File: src/rtl/mul16_seq.sv
// Shift-add 16x16 unsigned multiplier that drives the shared ripple adder.
// Optional MUL16_ZERO_SKIP_EN: zero operands finish in one cycle.
module mul16_seq #(
    parameter int WIDTH = 16
) (
    input  logic               clk,
    input  logic               rst,
    input  logic               start,
    input  logic [WIDTH-1:0]   a,
    input  logic [WIDTH-1:0]   b,
    output logic [WIDTH-1:0]   add_a,
    output logic [WIDTH-1:0]   add_b,
    output logic               add_cin,
    input  logic [WIDTH-1:0]   add_sum,
    input  logic               add_cout,
    output logic               busy,
    output logic               done,
    output logic [2*WIDTH-1:0] product
);

    typedef enum logic [1:0] {
        IDLE = 2'd0,
        RUN  = 2'd1,
        DONE = 2'd2
    } state_t;

    state_t           state;
    logic [WIDTH-1:0] mcand;
    logic [WIDTH-1:0] acc;
    logic [WIDTH-1:0] lo;
    logic [4:0]       cnt;

    // Adder operands are only driven while running; zero otherwise.
    assign add_a   = (state == RUN) ? acc : '0;
    assign add_b   = (state == RUN && lo[0]) ? mcand : '0;
    assign add_cin = 1'b0;

    always_ff @(posedge clk or posedge rst) begin
        if (rst) begin
            state   <= IDLE;
            mcand   <= '0;
            acc     <= '0;
            lo      <= '0;
            cnt     <= '0;
            busy    <= 1'b0;
            done    <= 1'b0;
            product <= '0;
        end else begin
            unique case (state)
                IDLE, DONE: begin
                    done <= 1'b0;
                    if (start) begin
`ifdef MUL16_ZERO_SKIP_EN
                        if (a == '0 || b == '0) begin
                            state   <= DONE;
                            done    <= 1'b1;
                            product <= '0;
                            mcand   <= '0;
                            acc     <= '0;
                            lo      <= '0;
                            cnt     <= '0;
                        end else begin
                            state <= RUN;
                            busy  <= 1'b1;
                            mcand <= a;
                            lo    <= b;
                            acc   <= '0;
                            cnt   <= '0;
                        end
`else
                        state <= RUN;
                        busy  <= 1'b1;
                        mcand <= a;
                        lo    <= b;
                        acc   <= '0;
                        cnt   <= '0;
`endif
                    end else begin
                        state <= IDLE;
                    end
                end
                RUN: begin
                    // 33-bit right shift of {cout, sum, lo}
                    {acc, lo} <= {add_cout, add_sum, lo[WIDTH-1:1]};
                    cnt       <= cnt + 5'd1;
                    if (cnt == 5'(WIDTH - 1)) begin
                        state   <= DONE;
                        busy    <= 1'b0;
                        done    <= 1'b1;
                        product <= {add_cout, add_sum, lo[WIDTH-1:1]};
                    end
                end
                default: begin
                    state <= IDLE;
                end
            endcase
        end
    end

endmodule

File: config.mk
export PLATFORM = sky130hd
export DESIGN_NAME = mul16_seq
export DESIGN_NICKNAME = d
export VERILOG_FILES = /design/src/rtl/mul16_seq.sv
export SDC_FILE = /design/constraint.sdc
export NUM_CORES = 1
export LEC_CHECK = 0
export BUFFER_PORTS_ARGS = -buffer_cell sky130_fd_sc_hd__buf_2
export CELL_PAD_IN_SITES_DETAIL_PLACEMENT = 0
export CELL_PAD_IN_SITES_GLOBAL_PLACEMENT = 1
export CORE_MARGIN = 1
export CORE_UTILIZATION = 39
export CTS_BUF_LIST = sky130_fd_sc_hd__clkbuf_8 sky130_fd_sc_hd__clkbuf_16
export DETAILED_ROUTE_END_ITERATION = 12
export PLACE_DENSITY_LB_ADDON = 0.1
export SYNTH_ARGS = -nofsm -noshare
export SYNTH_HDL_FRONTEND = slang
export SYNTH_SLANG_ARGS = --single-unit
File: constraint.sdc
create_clock -name clk -period 3.7 [get_ports clk]
set_input_delay 0.37 -clock clk [delete_from_list [all_inputs] [get_ports clk]]
set_output_delay 0.37 -clock clk [all_outputs]
set_load 0.01 [all_outputs]
---- Word-level counts from Yosys, hierarchy flattened ----
Cells that the tools add are included.
Widths: inputs -> output; s select.
operators by class
  add/subtract/negate cells ............... 1
  eq/ne operators ......................... 5
  multiplexer cells ....................... 16
  reduce and logical (&&, ||, !) cells .... 9
operator list
  cell                 count
  $mux 16              4
  $pmux 16 s2          2
  $pmux 5 s2           1
  $reduce_and 2->1     4
  $add 5x1->5 const B  1
  $eq 5x4->1 const B   1
  $mux 5               1
  $mux 1               4
  $pmux 1 s2           2
  $pmux 2 s2           1
  $reduce_and 3->1     1
  $eq 2x1->1 const B   1
  $eq 2x2->1 const B   1
  $logic_not 2->1      1
  $mux 2               1
  $ne 2x1->1 const B   1
  $ne 2x2->1 const B   1
  $reduce_bool 2->1    1
  $reduce_or 2->1      1
  $logic_and 1x1->1    1
storage, ports and cells
  flip-flop bits (word level) ............. 89
  output and inout port bits .............. 67
  word-level logic and storage cells ...... 39

---- Depth between registers and ports, before layout ----
Gate-level depths: netlist (run 1).
  depth after elaboration ................. 4
  gate-level depth with buffers ........... 6

---- Least setup slack after synthesis (run 1) ----
OpenSTA, ideal clock, no wires.
  path kind ............................... flip-flop to flip-flop
  start ................................... register cnt[0]
  end ..................................... register product[10]
  library setup time ...................... 0.125 ns
  arrival time ............................ 1.564 ns
  required time ........................... 3.575 ns
  slack ................................... 2.011 ns
  stages on the path, launching flop included .. 7
  buffers on the path ..................... 1
  path through ............................ dfrtp_1 > ha_1 > and3_1 > ha_1 > nand2_4 > buf_6 > mux2_4
between the ends
  cells in the longest elaborated chain, start to end .. 2
RTL lines
  element                     RTL line  source
  start: declaration          31        logic [4:0] cnt;
  start signal: assignment    85        cnt <= cnt + 5'd1;
  $eq 5x4->1                  86        if (cnt == 5'(WIDTH - 1)) begin
  $reduce_and 2->1 (no line)  -
  end signal: assignment      90        product <= {add_cout, add_sum, lo[WIDTH-1:1]};
  end: declaration            18        output logic [2*WIDTH-1:0] product
No other way between the ends.
A chain may end at the register's enable or synchronous reset.

---- Worst setup path after layout (run 1) ----
  start ................................... register state[1]
  end ..................................... output add_a[7]
between the ends
  cells in the longest elaborated chain, start to end .. 2
RTL lines
  element                   RTL line  source
  start: declaration        27        state_t state;
  start signal: assignment  40        state <= IDLE;
  start signal: assignment  71        state <= RUN;
  start signal: assignment  79        state <= IDLE;
  $eq 2x1->1                34        assign add_a = (state == RUN) ? acc : '0;
  $mux 16                   34
  end: declaration          11        output logic [WIDTH-1:0] add_a,
No other way between the ends.

==> impl_metrics.json, run 1 <==
{
  "synth_area_leader_cell": "dfrtp_1",
  "ff_latch_area_mm2": 0.002227,
  "cp.required_ns": 3.33,
  "avgSynthCellArea_um2": 12.02,
  "drive_gt1_frac": 0.4056,
  "n_fill_cell": 878,
  "cp_cell_sequence": "and2b_2 -> buf_4 -> and2_1 -> buf_2",
  "reg2reg_from": "state[1]",
  "cts_max_path_buffers": 2,
  "worstPathMaxFanout": 36,
  "route.detailed.drc": 0,
  "ff2ff_setup_slack_ns": 1.59,
  "cp-end-kind": "primary output",
  "port_buffers": 117,
  "wl_um": 8409,
  "power_density_mw_per_mm2": 889.1,
  "async_flop_share": 1.000,
  "ys_types": 28,
  "grt_max_degree": 71,
  "ant_nets": 0,
  "start_util": 0.4074,
  "whs_ns": 0.2087,
  "gr-total-overflow": 0,
  "nets": 478,
  "syn_nets": 370,
  "clkTransAtPathRegs_ns": 0.09,
  "synth_top_family_by_area": "simple AND/OR/NAND/NOR gates",
  "status": "finished, final reports clean",
  "p_sw_frac": 0.3707,
  "vias_per_cell": 4.824,
  "fp.dieH_um": 100.7,
  "netlist_instances": 316,
  "first_iter_violations": 111,
  "synth-simple-area-share": 0.1587,
  "synth.mux.area_fraction": 0.1297,
  "fin_crit_ns": 2.500,
  "setup_tns_ns": 0,
  "synth_edf_count": 0,
  "design.die.area_mm2": 0.01014,
  "post-dp-hpwl_um": 5345,
  "critPathTopFamily": "simple AND/OR/NAND/NOR gates",
  "fin_area_mm2": 0.004624,
  "cts.sinks": 89,
  "dr.pass1.iters": 4,
  "synth.top_cells.by_area": "dfrtp_1 (59%), mux2_4 (11%), nand2_1 (6.7%)",
  "synth_ff_type": "dfrtp_1",
  "finalMaxSlewViolations": 0,
  "finalSetupViolCount": 0,
  "crit_path_top_delay_cell": "and2b_2",
  "period_share": 0.6757,
  "p_comb_frac": 0.428,
  "cap_violations": 0,
  "post-synth-top-count-cell": "dfrtp_1",
  "cp_num_cells": 4,
  "netSwitchingPower_mw": 1.524,
  "synth_top_cell_area_share": 0.5861,
  "coreArea_mm2": 0.009328,
  "r2r_cells": 3,
  "h-tree-depth": 3,
  "placed_cell_area_mm2": 0.004442,
  "reg2reg_to": "product[15]",
  "hp-class": "input port to async pin",
  "antenna_found_initial": 0,
  "synth_fa_ha_area_frac": 0.006585,
  "power_mw": 4.112,
  "crit_arrival_ns": 2.13,
  "layout.cells.non_filler": 558,
  "clkPwrFrac": 0.149,
  "cts_tree": "built",
  "p_seq_frac": 0.423,
  "cts_made_buffers": 9,
  "slew_headroom": 0.4075,
  "grt_pass1_vias": 2706,
  "ctsResizeCount": 0,
  "diodes": 0,
  "ys_warn_count": 0,
  "max_freq_mhz": 400.0,
  "rsz0062_at_grt": "false",
  "cp-startpoint": "state[1]",
  "place.gp.congestion": 0.6948,
  "io_pins": 119,
  "synth_seq_cells": 89,
  "synth_xor_area_frac": 0,
  "clk_latency_ns": 0.34,
  "clk_root_buffer_cell": "clkbuf_8",
  "synth_compound_area_frac": 0.07771,
  "ir_drop_v": 0.0002951,
  "ys_seq_area_frac": 0.5861,
  "area_growth_pct": 21.70,
  "hold_buffers": 0,
  "place_inst": 542,
  "cp_slowest_stage_delay_ns": 0.63,
  "vias": 2692,
  "path_buf_inv": 2,
  "hold_viol_final": 0,
  "multiInputGateArea_mm2": 0.001424,
  "track_usage": 0.1726,
  "synthTopCellsByCount": "dfrtp_1 (89), nand2_1 (68), mux2_4 (27)",
  "synth_area_mm2": 0.003800,
  "cellInternalPower_mw": 2.587,
  "avgRoutedWirePerCell_um": 15.07,
  "p_leak_nw": 2.498,
  "core.rowCount": 35,
  "finClkSkew_ns": 0.01179,
  "critPathKind": "flop to primary output",
  "grt_pass1_wl_um": 13600,
  "tightest_slew_ns": 0.8848,
  "cp-start-kind": "flop",
  "die_w_um": 100.7,
  "post-cts-setup-buffers": 0
}
[worst max path at each step]
stage	end	slack [ns]
after floorplan	acc[0]	1.02
after global placement	add_a[5]	1.61
after detailed placement	add_a[7]	1.58
after CTS	add_a[15]	1.19
after global routing	add_a[11]	1.06
final	add_a[7]	1.20
[registers in the layout, indices dropped and copies added, names as in the netlist]
register  cells
product      32
acc          16
lo           16
mcand        16
cnt           5
state         2
busy          1
done          1
[routing by layer]
layer | routed length, µm | global-route usage
met4 | 62 | 0.05351
met1 | 4007 | 0.2498
met2 | 3826 | 0.2566
met3 | 513 | 0.04092
met5 | 0 | 0
[cells in the final DEF (no fill, tap or decap)]
master      Yosys  layout
buf_2           5     117
dfrtp_1        89      89
nand2_1        68      68
mux2_4         27      27
nand3_1        17      17
a22o_1         17      17
and3_1         17      17
a22oi_1        16      16
and2_1         16      16
clkbuf_8        0      11
mux2_2          6       6
buf_4           2       4
inv_1           3       3
clkinvlp_4      0       3
o21ai_0         2       2
mux2i_1         2       2
ha_1            2       2
and2b_2         0       1
nor2b_2         0       1
or2b_1          1       1
nand2b_1        1       1
nor2_4          1       1
nand2_4         1       1
inv_4           0       1
a21o_1          1       1
o2bb2ai_1       1       1
nand4_1         1       1
conb_1          1       1
clkinv_2        0       1
[cell families after synthesis]
group	after synthesis
AOI/OAI and AO/OA	37
adders and majority gates	2
buffers and inverters	27
DFF	89
muxes	35
other	1
and+or+nand+nor	125
[stage by stage]
| step | setup WS, ns | util |
|---|---|---|
| final | 1.200 | 0.4958 |
| after global routing | 1.055 | 0.4958 |
| after CTS | 1.194 | 0.4958 |
| after detailed placement | 1.580 | 0.4762 |
| after global placement | 1.610 | 0.4762 |
| after floorplan | 1.023 | - |
[worst register-to-register path, cell delays in order, from the launching register on]
cell and delay, ns:
dfrtp_1 0.38, and2b_2 0.63, nand2_4 0.49, mux2_4 0.49
[cell type report]
| class | instances | area share |
|---|---|---|
| flip-flops and latches | 89 | 0.4816 |
| multi-input cells | 200 | 0.3079 |
| repair buffers | 121 | 0.1331 |
| well taps | 129 | 0.03490 |
| clock buffers | 11 | 0.03274 |
| clock inverters | 5 | 0.006764 |
| inverters | 3 | 0.002976 |
[power by group through the flow]
stage / combinational, mW / clock, mW / sequential (mW)
6_report: 1.76 / 0.611 / 1.74
5_1_grt: 1.96 / 0.681 / 1.81
4_1_cts: 1.78 / 0.638 / 1.74
3_5_place_dp: 1.78 / 0 / 1.76
3_3_place_gp: 1.75 / 0 / 1.75
2_1_floorplan: 1.18 / 0 / 1.77
(Power assumes the default switching activity.)
==> run 2, diff against run 1 <==
clock period = 2.6 ns   (was 3.7 ns; I/O delays follow)
==> run 2 against run 1 <==
Effect of this change: non-clock buffer count grew 5; first-iteration DRC count down 9.9%; largest power group unchanged; clock power increased by 58%; highest routed layer unchanged; global-route usage rose by 0.42 points; register-to-register slack got worse by 1.1 ns; critical path depth stayed put; die area did not move.
==> impl_metrics.json, run 2 (synthesized netlist as in run 1, its figures left out) <==
{
  "status": "finished, final reports clean",
  "cts.sinks": 89,
  "dr.pass1.iters": 5,
  "clkPwrFrac": 0.161,
  "start_util": 0.4074,
  "finalSetupViolCount": 0,
  "whs_path_depth": 3,
  "post-dp-hpwl_um": 5458,
  "netSwitchingPower_mw": 2.195,
  "final_common_cell": "buf_2",
  "cts_tree": "built",
  "crit_arrival_ns": 2.05,
  "route.detailed.drc": 0,
  "pre_cts_ws_ns": 0.5341,
  "critPathTopFamily": "simple AND/OR/NAND/NOR gates",
  "die_w_um": 100.7,
  "h-tree-depth": 3,
  "drive_gt1_frac": 0.4124,
  "clk_root_buffer_cell": "clkbuf_8",
  "nets": 483,
  "largest_register_ffs": 32,
  "crit_path_top_delay_cell": "and2b_2",
  "cp_num_cells": 4,
  "p_comb_frac": 0.425,
  "core.rowCount": 35,
  "fin_crit_ns": 2.309,
  "hold_viol_final": 0,
  "grt_pass1_vias": 2733,
  "grt_max_degree": 47,
  "final_cell_mix": "buf_2 (117), dfrtp_1 (89), nand2_1 (68)",
  "p_seq_frac": 0.414,
  "p_leak_nw": 2.536,
  "r2r_cells": 5,
  "ant_nets": 0,
  "gr-total-overflow": 0,
  "diodes": 0,
  "cp.required_ns": 2.34,
  "period_share": 0.8881,
  "critPathKind": "flop to primary output",
  "finalMaxSlewViolations": 0,
  "avgRoutedWirePerCell_um": 14.86,
  "cp-start-kind": "flop",
  "rsz0062_at_grt": "false",
  "worstPathMaxFanout": 38,
  "cts_max_path_buffers": 2,
  "max_freq_mhz": 433.1,
  "antenna_found_initial": 0,
  "path_buf_inv": 2,
  "fp.dieH_um": 100.7,
  "hp-class": "input port to flop",
  "cp_slowest_stage_delay_ns": 0.47,
  "vias": 2711,
  "tightest_slew_ns": 0.6649,
  "ir_drop_v": 0.0004208,
  "cp_cell_sequence": "and2b_2 -> buf_4 -> and2_1 -> buf_2",
  "grt_pass1_wl_um": 13660,
  "track_usage": 0.1769,
  "setup_tns_ns": 0,
  "finClkSkew_ns": 0.01199,
  "slew_headroom": 0.5567,
  "cts_made_buffers": 9,
  "power_density_mw_per_mm2": 1274,
  "clk_latency_ns": 0.35,
  "regMostFlops": "product",
  "post-cts-setup-buffers": 0,
  "n_fill_cell": 879,
  "clkTransAtPathRegs_ns": 0.09,
  "area_growth_pct": 23.67,
  "io_pins": 119,
  "place.gp.congestion": 0.6999,
  "p_sw_frac": 0.3665,
  "design.die.area_mm2": 0.01014,
  "cellInternalPower_mw": 3.794,
  "final.setup.worst_slack_ns": 0.2911,
  "vias_per_cell": 4.815,
  "wl_um": 8364,
  "first_iter_violations": 100,
  "cp-end-kind": "primary output",
  "coreArea_mm2": 0.009328,
  "cap_violations": 0,
  "port_buffers": 117
}
## run 2: what timing repair did
| item | 4_1_cts | 5_1_grt |
|---|---|---|
| resized for setup | 0 | 0 |
| hold buffers | 1 | 0 |
| hold endpoints to repair | 43 | 0 |
## run 2: cell type report
class	instances	area [µm²]	area share
clock buffer	10	137.6	0.02929
clock inverter	6	67.56	0.01438
multi-input combinational	200	1424	0.3030
timing repair buffer	126	668.1	0.1422
inverter	3	13.76	0.002929
sequential	89	2227	0.4739
tap	129	161.4	0.03435
## run 2: worst paths after layout
check | startpoint | end | slack [ns]
max | state[0] | add_a[15] | 0.29
min reg2reg | mcand[13] | mcand[13] | 0.47
min in group asynchronous | rst | product[25] | 0.50
max in group asynchronous | rst | lo[3] | 1.45
max reg2reg | cnt[0] | product[28] | 0.53
min | a[10] | mcand[10] | 0.09
## run 2: power groups by stage
stage	Sequential [mW]	Clock (mW)	Combinational, mW
2_1_floorplan	2.52	0	1.68
3_3_place_gp	2.49	0	2.54
3_5_place_dp	2.50	0	2.58
4_1_cts	2.49	1.01	2.59
5_1_grt	2.57	1.06	2.83
6_report	2.48	0.964	2.54
## run 2: metrics by stage
| step | hold WS, ns | instances | total power [mW] | util | instance area, µm² |
|---|---|---|---|---|---|
| after floorplan | 0.3654 | 316 | 4.194 | - | 3800 |
| after global placement | 0.3694 | 546 | 5.038 | 0.4808 | 4484 |
| after detailed placement | 0.3629 | 546 | 5.084 | 0.4808 | 4484 |
| after CTS | 0.06561 | 563 | 6.082 | 0.5038 | 4700 |
| after global routing | 0.06988 | 563 | 6.460 | 0.5038 | 4700 |
| final | 0.08781 | 563 | 5.989 | 0.5038 | 4700 |
## run 2: tightest hold or removal path: stages
cell and delay [ns]:
buf_2 0.07, nand2_1 0.04, nand2_1 0.05
## run 2: metal layers
| metal | routed length [µm] | vias up | GRT usage |
|---|---|---|---|
| li1 | - | 1308 | - |
| met2 | 3806 | 83 | 0.2761 |
| met1 | 3900 | 1313 | 0.2344 |
| met5 | 0 | - | 0 |
| met3 | 578 | 7 | 0.06241 |
| met4 | 78 | 0 | 0.04682 |
==> run 3, diff against run 2 <==
CTS_CLUSTER_DIAMETER = 30   (was unset)
GPL_TIMING_DRIVEN = 0   (was unset)
PLACE_DENSITY = 0.88   (was unset)
PLACE_DENSITY_LB_ADDON = unset   (was 0.1)
==> run 3 against run 2 <==
Effect of this change: critical path depth up 2; register-to-register slack better by 0.20 ns; combinational power up 4%; sequential power is essentially flat; flip-flop and latch count is the same; hold slack improved by 0.0088 ns; sequential share of layout area shrank 0.66 points; first-iteration DRC count increased by 2.0%; largest cell class unchanged; via count up 2.1%; total power fell by 0.26%; largest power group unchanged.
==> impl_metrics.json, run 3 (synthesized netlist as in run 1, its figures left out) <==
{
  "post-route-util": 0.5109,
  "fp.dieH_um": 100.7,
  "post-cts-setup-buffers": 0,
  "grt_pass1_vias": 2770,
  "crit_arrival_ns": 1.84,
  "rsz0062_at_grt": "false",
  "r2r_cells": 6,
  "track_usage": 0.1747,
  "dr.pass1.iters": 5,
  "clkPwrFrac": 0.145,
  "start_util": 0.4074,
  "h-tree-depth": 3,
  "ir_drop_v": 0.0004512,
  "hold_viol_final": 0,
  "hold_start": "a[10]",
  "place.gp.congestion": 0.7622,
  "cp-start-kind": "flop",
  "final_cell_mix": "buf_2 (122), dfrtp_1 (89), nand2_1 (68)",
  "netSwitchingPower_mw": 2.225,
  "largest_register_ffs": 32,
  "finalMaxSlewViolations": 0,
  "wl_um": 8350,
  "gr-total-overflow": 0,
  "final.setup.worst_slack_ns": 0.5041,
  "cap_violations": 0,
  "nets": 500,
  "hold_buffers": 1,
  "slew_headroom": 0.6593,
  "finalSetupViolCount": 0,
  "ant_nets": 0,
  "finClkSkew_ns": 0.008777,
  "max_freq_mhz": 477.1,
  "ctsResizeCount": 0,
  "worstPathMaxFanout": 10,
  "port_buffers": 117,
  "vias_per_cell": 4.771,
  "pre_cts_ws_ns": 0.7287,
  "avgRoutedWirePerCell_um": 14.40,
  "reg2reg_to": "product[22]",
  "coreArea_mm2": 0.009328,
  "reg2reg_from": "cnt[0]",
  "power_mw": 5.973,
  "diodes": 0,
  "cts.sinks": 89,
  "cts_tree": "built",
  "p_seq_frac": 0.412,
  "grt_pass1_wl_um": 13660,
  "core.rowCount": 35,
  "period_share": 0.8061,
  "regMostFlops": "product",
  "cp.required_ns": 2.34,
  "fin_crit_ns": 2.096,
  "cts_made_buffers": 9,
  "p_comb_frac": 0.443,
  "hold_path_end": "mcand[10]",
  "p_sw_frac": 0.3725,
  "whs_path_depth": 3,
  "cts_max_path_buffers": 2,
  "die_w_um": 100.7,
  "design.die.area_mm2": 0.01014,
  "critPathKind": "flop to primary output",
  "ff2ff_setup_slack_ns": 0.73,
  "drive_gt1_frac": 0.4013,
  "hp-class": "input port to flop",
  "cp-end-kind": "primary output",
  "vias": 2767,
  "io_pins": 119,
  "final_common_cell": "buf_2",
  "status": "finished, final reports clean",
  "cellInternalPower_mw": 3.748,
  "clk_root_buffer_cell": "clkbuf_8",
  "clk_latency_ns": 0.34,
  "clkTransAtPathRegs_ns": 0.09,
  "first_iter_violations": 102,
  "route.detailed.drc": 0,
  "area_growth_pct": 25.42,
  "post-dp-hpwl_um": 6016,
  "grt_max_degree": 54,
  "placed_cell_area_mm2": 0.004577,
  "fin_area_mm2": 0.004766,
  "antenna_found_initial": 0,
  "tightest_slew_ns": 0.5110,
  "p_leak_nw": 2.568,
  "power_density_mw_per_mm2": 1253
}
[run 3: cell count changes in the layout (fill, tap and decap cells not counted), moves of 2 or more]
cell | before | now
clkinv_4 | 2 | 0
buf_1 | 0 | 2
buf_2 | 117 | 122
buf_4 | 7 | 2
clkbuf_1 | 0 | 10
inv_6 | 0 | 2
buf_6 | 0 | 5
[run 3: worst max-delay path by stage]
| stage | cells after the start | end | start |
|---|---|---|---|
| 2_1_floorplan | 1 | acc[0] | rst |
| 3_3_place_gp | 2 | mcand[13] | rst |
| 3_5_place_dp | 6 | product[22] | cnt[0] |
| 4_1_cts | 6 | add_a[8] | state[1] |
| 5_1_grt | 6 | add_a[7] | state[0] |
| 6_report | 6 | add_a[7] | state[1] |
[run 3: cell type report]
cell class	count	area, µm²
Clock buffer	10	137.6
Inverter	3	13.76
Multi-Input combinational cell	200	1420
Clock inverter	6	41.29
Timing Repair Buffer	119	623.1
Buffer	24	141.4
Fill cell	853	4562
Sequential cell	89	2227
Tap cell	129	161.4
[run 3: metrics by stage]
| stage | TNS, ns | hold WS [ns] | std cells |
|---|---|---|---|
| 2_1_floorplan | 0 | 0.3654 | 316 |
| 3_3_place_gp | -86.10 | 0.4491 | 562 |
| 3_5_place_dp | 0 | 0.3268 | 563 |
| 4_1_cts | 0 | 0.08019 | 580 |
| 5_1_grt | 0 | 0.09686 | 580 |
| 6_report | 0 | 0.09665 | 580 |
[run 3: layer usage]
metal  GRT usage  vias up  share of wire
met3     0.03675        8          0.055
met1      0.2397     1337           0.48
met2      0.2734       84           0.46
met4     0.06466        0          0.011
li1            -     1338              -
met5           0        -              0
[run 3: worst max-delay path: stages (launching register included)]
cell and delay [ns]:
dfrtp_1 0.38, and2b_1 0.20, buf_6 0.14, buf_6 0.14
clkbuf_1 0.32, and2_1 0.19, buf_2 0.13
[run 3: power groups by stage]
stage | clock network (mW) | registers (mW) | logic [mW]
2_1_floorplan | 0 | 2.52 | 1.68
3_3_place_gp | 0 | 2.45 | 2.61
3_5_place_dp | 0 | 2.49 | 2.67
4_1_cts | 0.899 | 2.46 | 2.69
5_1_grt | 0.950 | 2.55 | 2.94
6_report | 0.868 | 2.46 | 2.65
